===== src/rtl/mem_arbiter.sv =====
// rtl/mem_arbiter.sv - two-requester (fetch/data) arbiter for a single-port memory
module mem_arbiter #(
    parameter int WIDTH       = 32,
    parameter int WAIT_CYCLES = 2,
    parameter int D_BURST_MAX = 4
) (
    input  logic             clk,
    input  logic             rst,
    input  logic             if_req,
    input  logic [WIDTH-1:0] if_addr,
    output logic [WIDTH-1:0] if_rdata,
    output logic             if_ready,
    input  logic             d_req,
    input  logic             d_we,
    input  logic [WIDTH-1:0] d_addr,
    input  logic [WIDTH-1:0] d_wdata,
    input  logic [2:0]       d_funct3,
    output logic [WIDTH-1:0] d_rdata,
    output logic             d_ready,
    output logic             mem_en,
    output logic             mem_we,
    output logic [WIDTH-1:0] mem_addr,
    output logic [WIDTH-1:0] mem_wdata,
    output logic [2:0]       mem_funct3,
    input  logic [WIDTH-1:0] mem_rdata
);

    localparam logic [1:0] S_IDLE = 2'd0;
    localparam logic [1:0] S_BUSY = 2'd1;
    localparam logic [1:0] S_DONE = 2'd2;

    localparam logic OWN_I = 1'b0;
    localparam logic OWN_D = 1'b1;

    localparam logic [3:0] WAIT_LOAD = 4'(WAIT_CYCLES - 1);
    localparam logic [2:0] BURST_MAX = 3'(D_BURST_MAX);

    logic [1:0]       state;
    logic [3:0]       wait_cnt;
    logic [2:0]       d_cnt;
    logic             owner;
    logic             cmd_we;
    logic [WIDTH-1:0] cmd_addr;
    logic [WIDTH-1:0] cmd_wdata;
    logic [2:0]       cmd_funct3;
    logic [WIDTH-1:0] if_rdata_q;
    logic [WIDTH-1:0] d_rdata_q;
    logic             i_wins;
    logic             d_wins;

    // Data normally wins; a full data burst yields one slot to a waiting fetch.
    always_comb begin
        i_wins = if_req && (!d_req || (d_cnt == BURST_MAX));
        d_wins = d_req && !i_wins;
    end

    always_ff @(posedge clk or negedge rst) begin
        if (!rst) begin
            state      <= S_IDLE;
            wait_cnt   <= '0;
            d_cnt      <= '0;
            owner      <= OWN_I;
            cmd_we     <= 1'b0;
            cmd_addr   <= '0;
            cmd_wdata  <= '0;
            cmd_funct3 <= '0;
            if_rdata_q <= '0;
            d_rdata_q  <= '0;
        end else begin
            case (state)
                S_IDLE: begin
                    if (i_wins) begin
                        owner      <= OWN_I;
                        cmd_we     <= 1'b0;
                        cmd_addr   <= if_addr;
                        cmd_wdata  <= '0;
                        cmd_funct3 <= 3'b010;
                        d_cnt      <= '0;
                        wait_cnt   <= WAIT_LOAD;
                        state      <= S_BUSY;
                    end else if (d_wins) begin
                        owner      <= OWN_D;
                        cmd_we     <= d_we;
                        cmd_addr   <= d_addr;
                        cmd_wdata  <= d_wdata;
                        cmd_funct3 <= d_funct3;
                        d_cnt      <= (d_cnt == BURST_MAX) ? d_cnt : d_cnt + 3'd1;
                        wait_cnt   <= WAIT_LOAD;
                        state      <= S_BUSY;
                    end
                end
                S_BUSY: begin
                    if (wait_cnt == 4'd0) begin
                        state <= S_DONE;
                        if (owner == OWN_I) begin
                            if_rdata_q <= mem_rdata;
                        end else if (!cmd_we) begin
                            d_rdata_q <= mem_rdata;
                        end
                    end else begin
                        wait_cnt <= wait_cnt - 4'd1;
                    end
                end
                S_DONE: begin
                    state <= S_IDLE;
                end
                default: begin
                    state <= S_IDLE;
                end
            endcase
        end
    end

    always_comb begin
        mem_en     = (state == S_BUSY);
        mem_we     = (state == S_BUSY) && cmd_we;
        mem_addr   = cmd_addr;
        mem_wdata  = cmd_wdata;
        mem_funct3 = cmd_funct3;
        if_ready   = (state == S_DONE) && (owner == OWN_I);
        d_ready    = (state == S_DONE) && (owner == OWN_D);
        if_rdata   = if_rdata_q;
        d_rdata    = d_rdata_q;
    end

endmodule


===== config.mk =====
export PLATFORM = sky130hd
export DESIGN_NAME = mem_arbiter
export DESIGN_NICKNAME = d
export VERILOG_FILES = /design/src/rtl/mem_arbiter.sv
export SDC_FILE = /design/constraint.sdc
export NUM_CORES = 1
export LEC_CHECK = 0
export ABC_CLOCK_PERIOD_IN_PS = 2250
export BUFFER_PORTS_ARGS = -buffer_cell sky130_fd_sc_hd__clkbuf_2
export CORE_ASPECT_RATIO = 0.7
export CORE_MARGIN = 2
export CORE_UTILIZATION = 40
export CTS_CLUSTER_SIZE = 24
export DETAILED_ROUTE_END_ITERATION = 12
export HOLD_SLACK_MARGIN = 0.02
export MAX_ROUTING_LAYER = met4
export PLACE_DENSITY = 0.72
export SYNTH_ARGS = -nofsm -noshare
export SYNTH_HDL_FRONTEND = slang
export SYNTH_SLANG_ARGS = --single-unit

===== constraint.sdc =====
create_clock -name clk -period 2.25 [get_ports clk]
set_clock_uncertainty 0.2 [all_clocks]
set_input_delay 0.45 -clock clk [delete_from_list [all_inputs] [get_ports clk]]
set_output_delay 0.45 -clock clk [all_outputs]
set_load 0.02 [all_outputs]

# Word level (Yosys, flattened, before mapping)
# Cells that the tools add are included.
# word_totals
output_inout_bits	135
in_bits	136
elab_cells	60
reg_bits	142
# classes
n_mux	21
eq_ne	7
bitwise_logic	2
reduce_logical	18
add_sub_neg	2
# ops
operator	n
32-bit 2-to-1 mux	4
3-bit 2-to-1 mux	5
4-bit 2-to-1 mux	3
3-bit AND reduction	3
4-bit case mux with 2 select lines	1
2-bit 2-to-1 mux	3
1-bit logical AND	5
4-bit zero test	1
1-bit 2-to-1 mux	4
2-bit != test, second input constant	2
2-bit case mux with 2 select lines	1
2-bit AND reduction	2
4-bit AND reduction	1
2-bit nonzero test	2
4-bit by 1-bit subtractor with 4-bit output, second input constant	1
3-bit by 1-bit adder with 3-bit output, second input constant	1
3-bit == test, second input constant	1
3-bit != test, second input constant	1
2-bit by 1-bit == test with 1-bit output, second input constant	1
2-bit == test, second input constant	1
1-bit zero test	2
2-bit zero test	1
2-bit by 1-bit != test with 1-bit output, second input constant	1
1-bit inverter	2
1-bit logical OR	1

# Logic depth before layout (Yosys ltp)
# logic_depth
ltp_word	8
mapped_depth	9
depth_no_buf	5

# Worst setup path before layout
# No wires, ideal clock.
# synth_timing
kind	register to register
startpoint	reg wait_cnt[0]
endpoint	reg d_rdata_q[10], in the netlist d_rdata[10]
path_slack_ns	-0.186
required_ns	1.925
stages_incl_launch_ff	9
t_arrival_ns	2.111
period_less_slack_ns	2.436
setup_ns	0.125
n_path_buf	3
path_cell_list	dfrtp_1 inv_1 ha_1 or3b_1 buf_6 or4b_4 buf_6 buf_12 mux2_4
# synth_between
elab_chain_cells	2
# synth_lines
element	line_no	source
start: declaration	39	logic [3:0] wait_cnt;
start signal: assignment	101	wait_cnt <= wait_cnt - 4'd1;
4-bit zero test	93	if (wait_cnt == 4'd0) begin
4-bit AND reduction (no line)	-	
end signal: assignment	98	d_rdata_q <= mem_rdata;
end: declaration	47	logic [WIDTH-1:0] d_rdata_q;
# No other way between the ends.
# A chain may end at the register's enable or synchronous reset.

# Worst setup path after layout
# layout_timing
startpoint	reg wait_cnt[0]
endpoint	reg d_rdata_q[5], in the netlist d_rdata[5]
# The elaborated chain is that of the path after synthesis.

==> flow_metrics.env <==
export IMPL_endpoint_kind="flip-flop"
export IMPL_power_internal_mw=8.002
export IMPL_hold_viol=0
export IMPL_slew_violations=0
export IMPL_tightest_slew_ns=0.6692
export IMPL_irDropWorstVdd_mv=0.7865
export IMPL_seq_power_share=0.335
export IMPL_gp_congestion=0.7798
export IMPL_synth_edf_count=0
export IMPL_period_share=1.047
export IMPL_violations="setup timing"
export IMPL_wl_per_cell_um=16.97
export IMPL_multiInputGateArea_sq_um=2439
export IMPL_drcViolationCount=0
export IMPL_comb_power_share=0.457
export IMPL_syn_to_final_growth_pct=37.17
export IMPL_gr_usage_all_layers=0.1997
export IMPL_grt_antenna_before_repair=0
export IMPL_rr_worst_depth=6
export IMPL_grt_pass1_wl_um=26060
export IMPL_drive_above_1_share=0.5179
export IMPL_avgViaCountPerCell=5.302
export IMPL_cp_start_kind="flip-flop"
export IMPL_drtAntennaViolNets=0
export IMPL_switchingPower_mw=5.508
export IMPL_fin_nets=912
export IMPL_yosysTopAreaCellShare=0.5697
export IMPL_cp_required_ns=2.34
export IMPL_max_slew_margin=0.5539
export IMPL_hold_depth=3
export IMPL_clk_pin_slew_ns=0.06
export IMPL_hold_path_end="mem_wdata[2]$_DFFE_PN0P_"
export IMPL_ys_seq_elements=142
export IMPL_clock_path_buffers=2
export IMPL_hold_ws_ns=0.05864
export IMPL_switching_share=0.4077
export IMPL_seqCellArea_sq_um=3553
export IMPL_synth_top_cell_by_area="dfrtp_1"
export IMPL_die_y_um=108.5
export IMPL_synth_cells=508
export IMPL_core_rowCount=38
export IMPL_portBuffers=270
export IMPL_cts_tree="yes"
export IMPL_power_density_nw_per_um2=1579
export IMPL_cts_buffers=17
export IMPL_antennaDiodeCount=0
export IMPL_dieArea_sq_um=16620
export IMPL_status="complete, but fails checks"
export IMPL_leakage_nw=4.136
export IMPL_start_util=0.4061
export IMPL_synth_cell_type_count=33
export IMPL_path_class="flip-flop to flip-flop"
export IMPL_crit_path_max_fanout=16
export IMPL_synthesis_nets=648
export IMPL_rsz0062_at_grt="true"
export IMPL_initialDrtViolationCount=412
export IMPL_min_delay_start="d_wdata[2]"
export IMPL_maxCapViolations=0
export IMPL_io_pins=271
export IMPL_grt_ovfl_total=0
export IMPL_nFillCells=1336
export IMPL_ys_seq_area_frac=0.5697
export IMPL_fin_crit_ns=2.355
export IMPL_rr_endpoint="d_rdata[5]$_DFFE_PN0P_"
export IMPL_grt_max_degree=50
export IMPL_core_area_sq_um=15360
export IMPL_synthArstFlopShare=1.000
export IMPL_max_freq_ghz=0.4246
export IMPL_hp_class="input pin to flip-flop"
export IMPL_cts_sinks=142
export IMPL_p_clk_frac=0.209
export IMPL_clkLatencyLatePin_ns=0.41
export IMPL_cts_root_buf="clkbuf_16"
export IMPL_setup_violations=32
export IMPL_dr_pass1_iters=5
export IMPL_grt_pass1_vias=5045
export IMPL_vias=5217
export IMPL_yosys_warnings=0
export IMPL_syn_avg_cell_area_sq_um=12.28
export IMPL_r2r_start="wait_cnt[0]$_DFFE_PN0P_"
export IMPL_dpl_hpwl_um=11350
export IMPL_synth_area_leaders="dfrtp_1 (57%), mux2_4 (7.2%), mux2_2 (6.1%)"
export IMPL_post_route_util=0.5571
export IMPL_setup_ws_ns=-0.1049
export IMPL_worstPathArrival_ns=2.45
export IMPL_ctsHtreeMaxLevel=4
export IMPL_netlist_area_sq_um=6237
export IMPL_reg2reg_slack_ns=-0.10
export IMPL_wirelength_um=16690
export IMPL_synthFlopType="dfrtp_1"
export IMPL_die_w_um=153.3
-- cell usage in the layout (no fill, tap or decap), types with 2 or more instances in the layout --
master,n
dfrtp_1,142
clkinvlp_4,4
inv_8,2
nand3_1,69
mux2i_1,4
o211ai_1,32
ha_1,3
clkbuf_2,269
nor3_1,3
mux2_4,31
or2_2,2
nand4_1,32
buf_12,7
mux2_2,33
o21ai_0,40
nand2_1,3
inv_2,2
buf_6,2
buf_4,18
clkbuf_16,18
o2bb2ai_1,36
inv_6,4
bufinv_16,2
inv_1,2
-- cell families (layout without fill, tap and decap cells) --
| group | Yosys count | in the layout | share of synthesized area |
|---|---|---|---|
| fa+ha+maj | 4 | 4 | 0.008024 |
| mux | 68 | 68 | 0.1400 |
| compound gates | 115 | 115 | 0.1300 |
| buf+inv | 59 | 335 | 0.04634 |
| simple gates | 120 | 120 | 0.1059 |
| flops | 142 | 142 | 0.5697 |
-- power groups by stage --
stage	Combinational (mW)	Clock, mW	Sequential (mW)
floorplan	2.61	0	5.86
CTS	6.13	2.87	4.51
detailed placement	6.13	0	4.52
finish	6.17	2.82	4.52
global route	6.63	3.00	4.67
global placement	6.00	0	4.51
-- sequential cells by signal, summed over array words and instances (netlist names) --
name / count
cmd_we: 1
state: 2
mem_addr: 32
d_rdata: 32
wait_cnt: 4
d_cnt: 3
mem_wdata: 32
mem_funct3: 3
if_rdata: 32
owner: 1
-- layer usage --
layer	wire (um)	GRT usage	up-vias
met3	844	0.03567	21
met1	7772	0.2818	2573
met2	7835	0.2959	190
met4	242	0.06019	0
met5	0	-	-
li1	-	-	2433
-- Yosys cell counts (4+ instances only) --
cell and n:
buf_1 7, mux2_4 30, o211ai_1 32, mux2_2 34, mux2i_1 4, nand4_1 32
nand3_1 69, o2bb2ai_1 36, clkbuf_1 39, ha_1 4, dfrtp_1 142, inv_1 5
o21ai_0 40, nor3_1 4
-- how the worst max path moves through the flow --
stage / startpoint / endpoint / slack [ns] / depth (start not counted)
finish: wait_cnt[0]$_DFFE_PN0P_ / d_rdata[5]$_DFFE_PN0P_ / -0.10 / 6
global route: wait_cnt[0]$_DFFE_PN0P_ / d_rdata[5]$_DFFE_PN0P_ / -0.14 / 6
CTS: wait_cnt[0]$_DFFE_PN0P_ / d_rdata[5]$_DFFE_PN0P_ / -0.09 / 6
detailed placement: wait_cnt[0]$_DFFE_PN0P_ / d_rdata[27]$_DFFE_PN0P_ / -0.08 / 6
global placement: wait_cnt[0]$_DFFE_PN0P_ / d_rdata[5]$_DFFE_PN0P_ / -0.04 / 6
floorplan: wait_cnt[0]$_DFFE_PN0P_ / d_rdata[10]$_DFFE_PN0P_ / -0.19 / 8
-- critical path, cell delays in order, from the launching register on --
cell and delay, ns:
dfrtp_1 0.39, inv_2 0.09, ha_4 0.12, or3b_4 0.37
or4b_4 0.56, buf_16 0.20, mux2_4 0.30
-- stage by stage --
step	setup TNS, ns	instances	power [mW]	worst slack [ns]	instance area, sq um
floorplan	-7.903	508	8.463	-0.1861	6237
global placement	-1.246	949	10.52	-0.04385	7879
detailed placement	-2.345	949	10.65	-0.08121	7879
CTS	-2.526	981	13.51	-0.09167	8481
global route	-3.956	984	14.30	-0.1437	8556
finish	-2.719	984	13.51	-0.1049	8556
-- cell type report --
cell class	instances	share of cell area
Timing Repair Buffer	299	0.1995
Multi-Input combinational cell	307	0.2850
Clock inverter	13	0.01828
Sequential cell	142	0.4153
Inverter	5	0.002486
Clock buffer	18	0.05016
Tap cell	200	0.02925
-- what timing repair did --
action,4_1_cts,5_1_grt
setup buffers,0,1
hold buffers,1,0
pin swaps,0,0
endpoints found under the hold margin,40,0
resized for setup,2,9
setup endpoints to repair,43,65
cloned,0,2
(Power assumes the default switching activity.)
